### src/rtl/counter_ctrl_pkg.sv
// Shared constants for the button-driven counter controller.
// State codes double as the debug state output.
package counter_ctrl_pkg;

  typedef enum logic [1:0] {
    STOP  = 2'd0,
    RUN   = 2'd1,
    CLEAR = 2'd2
  } state_e;

  localparam int DEF_DB_CYCLES = 100000;
  localparam int DEF_NUM_MODES = 2;

endpackage

### src/rtl/counter_ctrl_param_btn_debounce.sv
// Button conditioner: 2-FF synchroniser, debounce counter, rise detector.
// btn_pulse is high for the one cycle after the debounced level rises.
module btn_debounce
  import counter_ctrl_pkg::*;
#(
  parameter int DB_CYCLES = DEF_DB_CYCLES
) (
  input  logic clk,
  input  logic rst,
  input  logic btn_in,
  output logic btn_level,
  output logic btn_pulse
);

  localparam int CW = $clog2(DB_CYCLES + 1);
  localparam logic [CW-1:0] LAST = CW'(DB_CYCLES - 1);

  logic          sync1;
  logic          sync2;
  logic          level_d;
  logic [CW-1:0] cnt;

  always_ff @(posedge clk) begin
    if (rst) begin
      sync1     <= 1'b0;
      sync2     <= 1'b0;
      btn_level <= 1'b0;
      level_d   <= 1'b0;
      cnt       <= '0;
    end else begin
      sync1   <= btn_in;
      sync2   <= sync1;
      level_d <= btn_level;
      // any agreement with the current level restarts the count
      if (sync2 != btn_level) begin
        if (cnt == LAST) begin
          btn_level <= sync2;
          cnt       <= '0;
        end else begin
          cnt <= cnt + CW'(1);
        end
      end else begin
        cnt <= '0;
      end
    end
  end

  assign btn_pulse = btn_level & ~level_d;

endmodule

### src/rtl/counter_ctrl_param.sv
// Run/stop/clear controller with cyclic mode select,
// driven by three raw push buttons.
module counter_ctrl_param
  import counter_ctrl_pkg::*;
#(
  parameter int DB_CYCLES = DEF_DB_CYCLES,
  parameter int NUM_MODES = DEF_NUM_MODES,
  parameter int MODE_W    = 4
) (
  input  logic              clk,
  input  logic              rst,
  input  logic              btn_enable,
  input  logic              btn_clear,
  input  logic              btn_mode,
  output logic              enable,
  output logic              clear,
  output logic [MODE_W-1:0] mode,
  output logic [1:0]        state
);

  localparam logic [MODE_W-1:0] MODE_LAST =
    MODE_W'(NUM_MODES - 1);

  logic   en_p;
  logic   clr_p;
  logic   md_p;
  state_e state_q;

  btn_debounce #(.DB_CYCLES(DB_CYCLES)) u_db_en (
    .clk       (clk),
    .rst       (rst),
    .btn_in    (btn_enable),
    .btn_level (),
    .btn_pulse (en_p)
  );

  btn_debounce #(.DB_CYCLES(DB_CYCLES)) u_db_clr (
    .clk       (clk),
    .rst       (rst),
    .btn_in    (btn_clear),
    .btn_level (),
    .btn_pulse (clr_p)
  );

  btn_debounce #(.DB_CYCLES(DB_CYCLES)) u_db_md (
    .clk       (clk),
    .rst       (rst),
    .btn_in    (btn_mode),
    .btn_level (),
    .btn_pulse (md_p)
  );

  always_ff @(posedge clk) begin
    if (rst) begin
      state_q <= STOP;
      enable  <= 1'b0;
      clear   <= 1'b0;
      mode    <= '0;
    end else begin
      unique case (state_q)
        STOP, RUN: begin
          // clear wins; a coincident enable pulse is dropped
          if (clr_p) begin
            state_q <= CLEAR;
            enable  <= 1'b0;
            clear   <= 1'b1;
          end else if (en_p) begin
            state_q <= (state_q == STOP) ? RUN : STOP;
            enable  <= (state_q == STOP);
          end
          if (md_p) begin
            mode <= (mode == MODE_LAST) ? '0
                                        : mode + MODE_W'(1);
          end
        end
        CLEAR: begin
          state_q <= STOP;
          enable  <= 1'b0;
          clear   <= 1'b0;
        end
        default: begin
          state_q <= STOP;
          enable  <= 1'b0;
          clear   <= 1'b0;
        end
      endcase
    end
  end

  assign state = state_q;

endmodule

### config.mk
export PLATFORM = sky130hd
export DESIGN_NAME = counter_ctrl_param
export DESIGN_NICKNAME = d
export VERILOG_FILES = /design/src/rtl/counter_ctrl_pkg.sv /design/src/rtl/counter_ctrl_param_btn_debounce.sv /design/src/rtl/counter_ctrl_param.sv
export SDC_FILE = /design/constraint.sdc
export NUM_CORES = 1
export LEC_CHECK = 0
export BUFFER_PORTS_ARGS = -buffer_cell sky130_fd_sc_hd__buf_2
export CELL_PAD_IN_SITES_DETAIL_PLACEMENT = 2
export CELL_PAD_IN_SITES_GLOBAL_PLACEMENT = 2
export CORE_MARGIN = 3
export CORE_UTILIZATION = 36
export CTS_BUF_LIST = sky130_fd_sc_hd__clkbuf_4 sky130_fd_sc_hd__clkbuf_8
export DETAILED_ROUTE_END_ITERATION = 7
export GPL_ROUTABILITY_DRIVEN = 0
export HOLD_SLACK_MARGIN = 0.03
export PLACE_DENSITY = 0.78
export REMOVE_ABC_BUFFERS = 1
export SLEW_MARGIN = 5
export SYNTH_ARGS = -nofsm -noshare
export SYNTH_HDL_FRONTEND = slang
export SYNTH_SLANG_ARGS = --single-unit
export TNS_END_PERCENT = 10
### constraint.sdc
create_clock -name clk -period 1.8 [get_ports clk]
set_clock_uncertainty 0.2 [all_clocks]
set_input_delay 0.18 -clock clk [delete_from_list [all_inputs] [get_ports clk]]
set_output_delay 0.18 -clock clk [all_outputs]
set_load 0.01 [all_outputs]
==> impl_summary.md <==
Power and ir drop
Combinational cells account for 2.0% of the total power. The switching power is 728 uW. Dividing total power by cell area gives a power density of 768 nW/um^2. The fraction of power consumed by the clock network is 42.7%. The switching share of total power is 25.8%.

Power comes to 2820 uW. The sequential cell fraction of total power is 55.3%. The static leakage power is 0.00131 uW.

The worst supply voltage drop on vdd is 0.417 mV. The internal power is 2090 uW.

Yosys
The number of synthesized flops with an enable pin is 0. The synthesized area divided by synthesized cell count is 9.30 sq um. The flop and latch count out of synthesis is 70. By area the synthesized netlist is led by sky130_fd_sc_hd__dfxtp_1 47%, sky130_fd_sc_hd__xor2_1 10%, sky130_fd_sc_hd__nor2_1 6.9%. After synthesis, flip-flops and latches occupy 47.4% of the total area. The count of yosys warnings during synthesis is 0. The mapped netlist covers 2960 sq um.

The biggest area contributor in the post-synthesis netlist is sky130_fd_sc_hd__dfxtp_1. The distinct cell type count after synthesis is 38. The main flop type after synthesis is sky130_fd_sc_hd__dfxtp_1. The share of flip-flops with an asynchronous set or reset is 0%. The share of synthesized area in the top cell type comes to 47.4%. The number of instances in the synthesized netlist is 318.

Timing
The timing-limited maximum frequency is 0.533 GHz. Of the available clock period, the critical path in the final layout requires 104%. The final hold violation count is 0. Subtracting the final worst setup slack from the clock period gives 1880 ps.

Setup violations remaining at the end of the flow were counted as 15. Setup repair after global routing could not meet its margin everywhere. The final-report max-slew violation count is 0. For the pin with the worst max-slew slack, the measured transition is 408 ps. Setup slack on the critical path of the routed design comes to -77.6 ps. The worst slew margin relative to its limit is 72.5%.

GRT
The maximum number of pins on one net before global-route repair is 16. The via count of the first global-routing pass was 2,826. Across every metal layer, demand over resource in global routing totals 18.7%.

The number of antenna violations at the first check in global routing is 0. The total congestion overflow after global routing is 0. The first global-routing pass estimated 14,400 um of wire.

Worst setup path
The end of the worst register-to-register path is u_db_md.btn_level$_SDFFE_PP0P_. The worst setup path is captured at a register. In this run the worst setup path begins at u_db_md.cnt[4]$_SDFF_PP0_.

In this run the critical register-to-register path is launched from u_db_md.cnt[4]$_SDFF_PP0_. The slack of the worst reg-to-reg path is -80 ps. The class of the most critical setup path is register to register. Data on the critical path is required at its endpoint by 1850 ps. The capture point of the worst path is u_db_md.btn_level$_SDFFE_PP0P_. Of all nets on the critical path, the largest fanout is 2. The worst endpoint data arrival time is 1930 ps. The depth of the worst register-to-register path is 4.

The startpoint type of the worst setup path is a register.

Clocking
The CTS tree is done. The total clock buffers created by CTS is 9. The clock passes through at most 2 buffers. The insertion delay to the later sink of the worst-skew pair is 360 ps. The number of clock sinks is 70. The clock transition at the registers of the reported paths is 90 ps.

The master cell of the clock root buffer is sky130_fd_sc_hd__clkbuf_8. CTS built an H-tree with a depth of 3.

Routing
The ratio of routed vias to standard cells is 5.33. The post-route DRC violation count is 0. The total iterations of the first detailed-routing run is 4.

The detail route stage leaves a number of antenna-violating nets equal to 0. After detailed routing, the total wire length is 9570 um. The total vias in the final route is 2,549.

The iteration-0 DRC count of the detailed router is 56. The average wire per standard cell is 20.0 um.

Floorplan
The die span in x is 96.6 um. Once the floorplan was initialized, standard cells occupied 37.7% of the core. The die footprint is 9340 sq um. The count of standard-cell rows is 32. The height of the die is 96.6 um. After floorplanning, the core was sized to cover 7850 sq um. Pin placement for this block handled 13 I/O pins.

Final layout
Cells fill 46.8% of the core in the end. The most common cell after layout, fill and taps aside is sky130_fd_sc_hd__dfxtp_1. Fill cells in the final layout number 841.

The post-route netlist has 25.8% of its cells at a drive strength greater than 1. After the last flow step, the layout net total stands at 379. The library cells used most frequently in the layout, excluding fill and tap cells, are 59 x sky130_fd_sc_hd__dfxtp_1, 52 x sky130_fd_sc_hd__nor2_1, 34 x sky130_fd_sc_hd__xor2_1. Summing all multi-input logic gate instances after layout gives 1520 sq um. The signed area change from the synthesized netlist to the final layout is 24.2%. The sequential cells in the finished layout cover a total of 1420 sq um. 0 antenna diodes ended up in the layout. The finished cells cover 3670 sq um.

Hold path
The worst hold path belongs to the class register to register.

Place
The HPWL after detailed placement is 5730 um. The count of port buffers added during placement is 12. The cell area reported after detailed placement is 3340 sq um.

Run status
The flow ran to the end, but the final reports show violations. The checks that failed: setup timing.

Run
The tool flagged a number of max-cap violations equal to 0.
-- cells in the mapped netlist, types with 2 or more instances --
| library cell | number |
|---|---|
| sky130_fd_sc_hd__nor2b_1 | 13 |
| sky130_fd_sc_hd__o21ai_0 | 5 |
| sky130_fd_sc_hd__nor4_1 | 4 |
| sky130_fd_sc_hd__ha_1 | 3 |
| sky130_fd_sc_hd__nand2b_1 | 4 |
| sky130_fd_sc_hd__and3_1 | 3 |
| sky130_fd_sc_hd__or3_1 | 3 |
| sky130_fd_sc_hd__dfxtp_1 | 70 |
| sky130_fd_sc_hd__nor4bb_1 | 3 |
| sky130_fd_sc_hd__nor2_1 | 54 |
| sky130_fd_sc_hd__buf_2 | 4 |
| sky130_fd_sc_hd__nor3_1 | 6 |
| sky130_fd_sc_hd__nand3_1 | 20 |
| sky130_fd_sc_hd__a21oi_1 | 5 |
| sky130_fd_sc_hd__nand2_1 | 10 |
| sky130_fd_sc_hd__xor2_1 | 34 |
| sky130_fd_sc_hd__and2_1 | 2 |
| sky130_fd_sc_hd__nor4b_1 | 3 |
| sky130_fd_sc_hd__nand4_1 | 23 |
| sky130_fd_sc_hd__and4_1 | 9 |
| sky130_fd_sc_hd__xnor2_1 | 13 |
| sky130_fd_sc_hd__clkbuf_1 | 8 |
| sky130_fd_sc_hd__nor3b_1 | 2 |
| sky130_fd_sc_hd__inv_1 | 3 |
-- layout make-up --
| cell class | count | share of cell area [%] |
|---|---|---|
| multi-input cells | 232 | 41.4 |
| flip-flops and latches | 70 | 38.6 |
| repair buffers | 55 | 11.3 |
| well taps | 102 | 3.47 |
| clock buffers | 9 | 3.37 |
| clock inverters | 7 | 1.57 |
| inverters | 3 | 0.307 |
-- per-layer routing --
| metal | vias to the layer above | GRT usage, % | part of all wire, % |
|---|---|---|---|
| met5 | - | 0 | 0 |
| met4 | 0 | 6.48 | 2.0 |
| met3 | 17 | 3.03 | 2.1 |
| met2 | 40 | 32.6 | 52 |
| met1 | 1284 | 23.2 | 44 |
| li1 | 1208 | - | - |
-- what timing repair did --
action	CTS	global route
pin swaps	1	2
gates cloned	0	1
endpoints found under the setup margin	27	47
setup buffers	1	3
gates resized for setup	10	20
endpoints found under the hold margin	6	0
hold buffers	4	0
-- worst max-delay path, cell delays in order, from the launching register on --
cell                      delay [ps]
sky130_fd_sc_hd__dfxtp_2         350
sky130_fd_sc_hd__nand3_2          80
sky130_fd_sc_hd__or4_4           440
sky130_fd_sc_hd__or3_4           370
sky130_fd_sc_hd__mux2_4          320
-- worst min path at each step --
stage | slack, ps | start | cells past startpoint | end
floorplan | 50 | rst | 1 | mode[1]$_SDFFE_PP0P_
global placement | 190 | btn_enable | 2 | u_db_en.sync1$_SDFF_PP0_
detailed placement | 210 | btn_enable | 2 | u_db_en.sync1$_SDFF_PP0_
CTS | 260 | u_db_en.sync1$_SDFF_PP0_ | 1 | u_db_en.sync2$_SDFF_PP0_
global route | 280 | u_db_clr.sync1$_SDFF_PP0_ | 1 | u_db_clr.sync2$_SDFF_PP0_
finish | 240 | u_db_en.cnt[0]$_SDFF_PP0_ | 1 | u_db_en.cnt[0]$_SDFF_PP0_
-- metrics by stage --
step | std cells | setup slack [ps] | setup TNS, ps | hold slack (ps)
2_1_floorplan | 305 | -73.8 | -73.8 | 51.6
3_3_place_gp | 453 | 8.81 | 0 | 189
3_5_place_dp | 453 | -44.8 | -46.6 | 205
4_1_cts | 474 | -44.4 | -44.4 | 256
5_1_grt | 478 | -139 | -2100 | 280
6_report | 478 | -77.6 | -713 | 245
-- power groups by stage --
stage	Clock, uW	Combinational [uW]	Sequential, uW
6_report	1210	56.7	1560
5_1_grt	1310	61.9	1560
4_1_cts	1210	52.9	1560
3_5_place_dp	0	44.7	1600
3_3_place_gp	0	41.2	1600
2_1_floorplan	0	17.4	1600
-- cell families (layout without fill, tap and decap cells) --
group,count (synthesis),in the layout,share of synthesized area [%]
and+or+nand+nor,166,166,30.9
buffers and inverters,16,74,2.33
DFF,70,70,47.4
muxes,3,3,1.23
AOI/OAI and AO/OA,13,13,3.00
xor gates and xnor gates,47,47,13.9
adders and majority gates,3,3,1.27
-- sequential cells by signal, summed over array words and instances, names as in the netlist, 4 cells and up --
name	flops
mode	4
u_db_md.cnt	17
u_db_en.cnt	17
u_db_clr.cnt	17
Power figures use the tool's default switching activity.
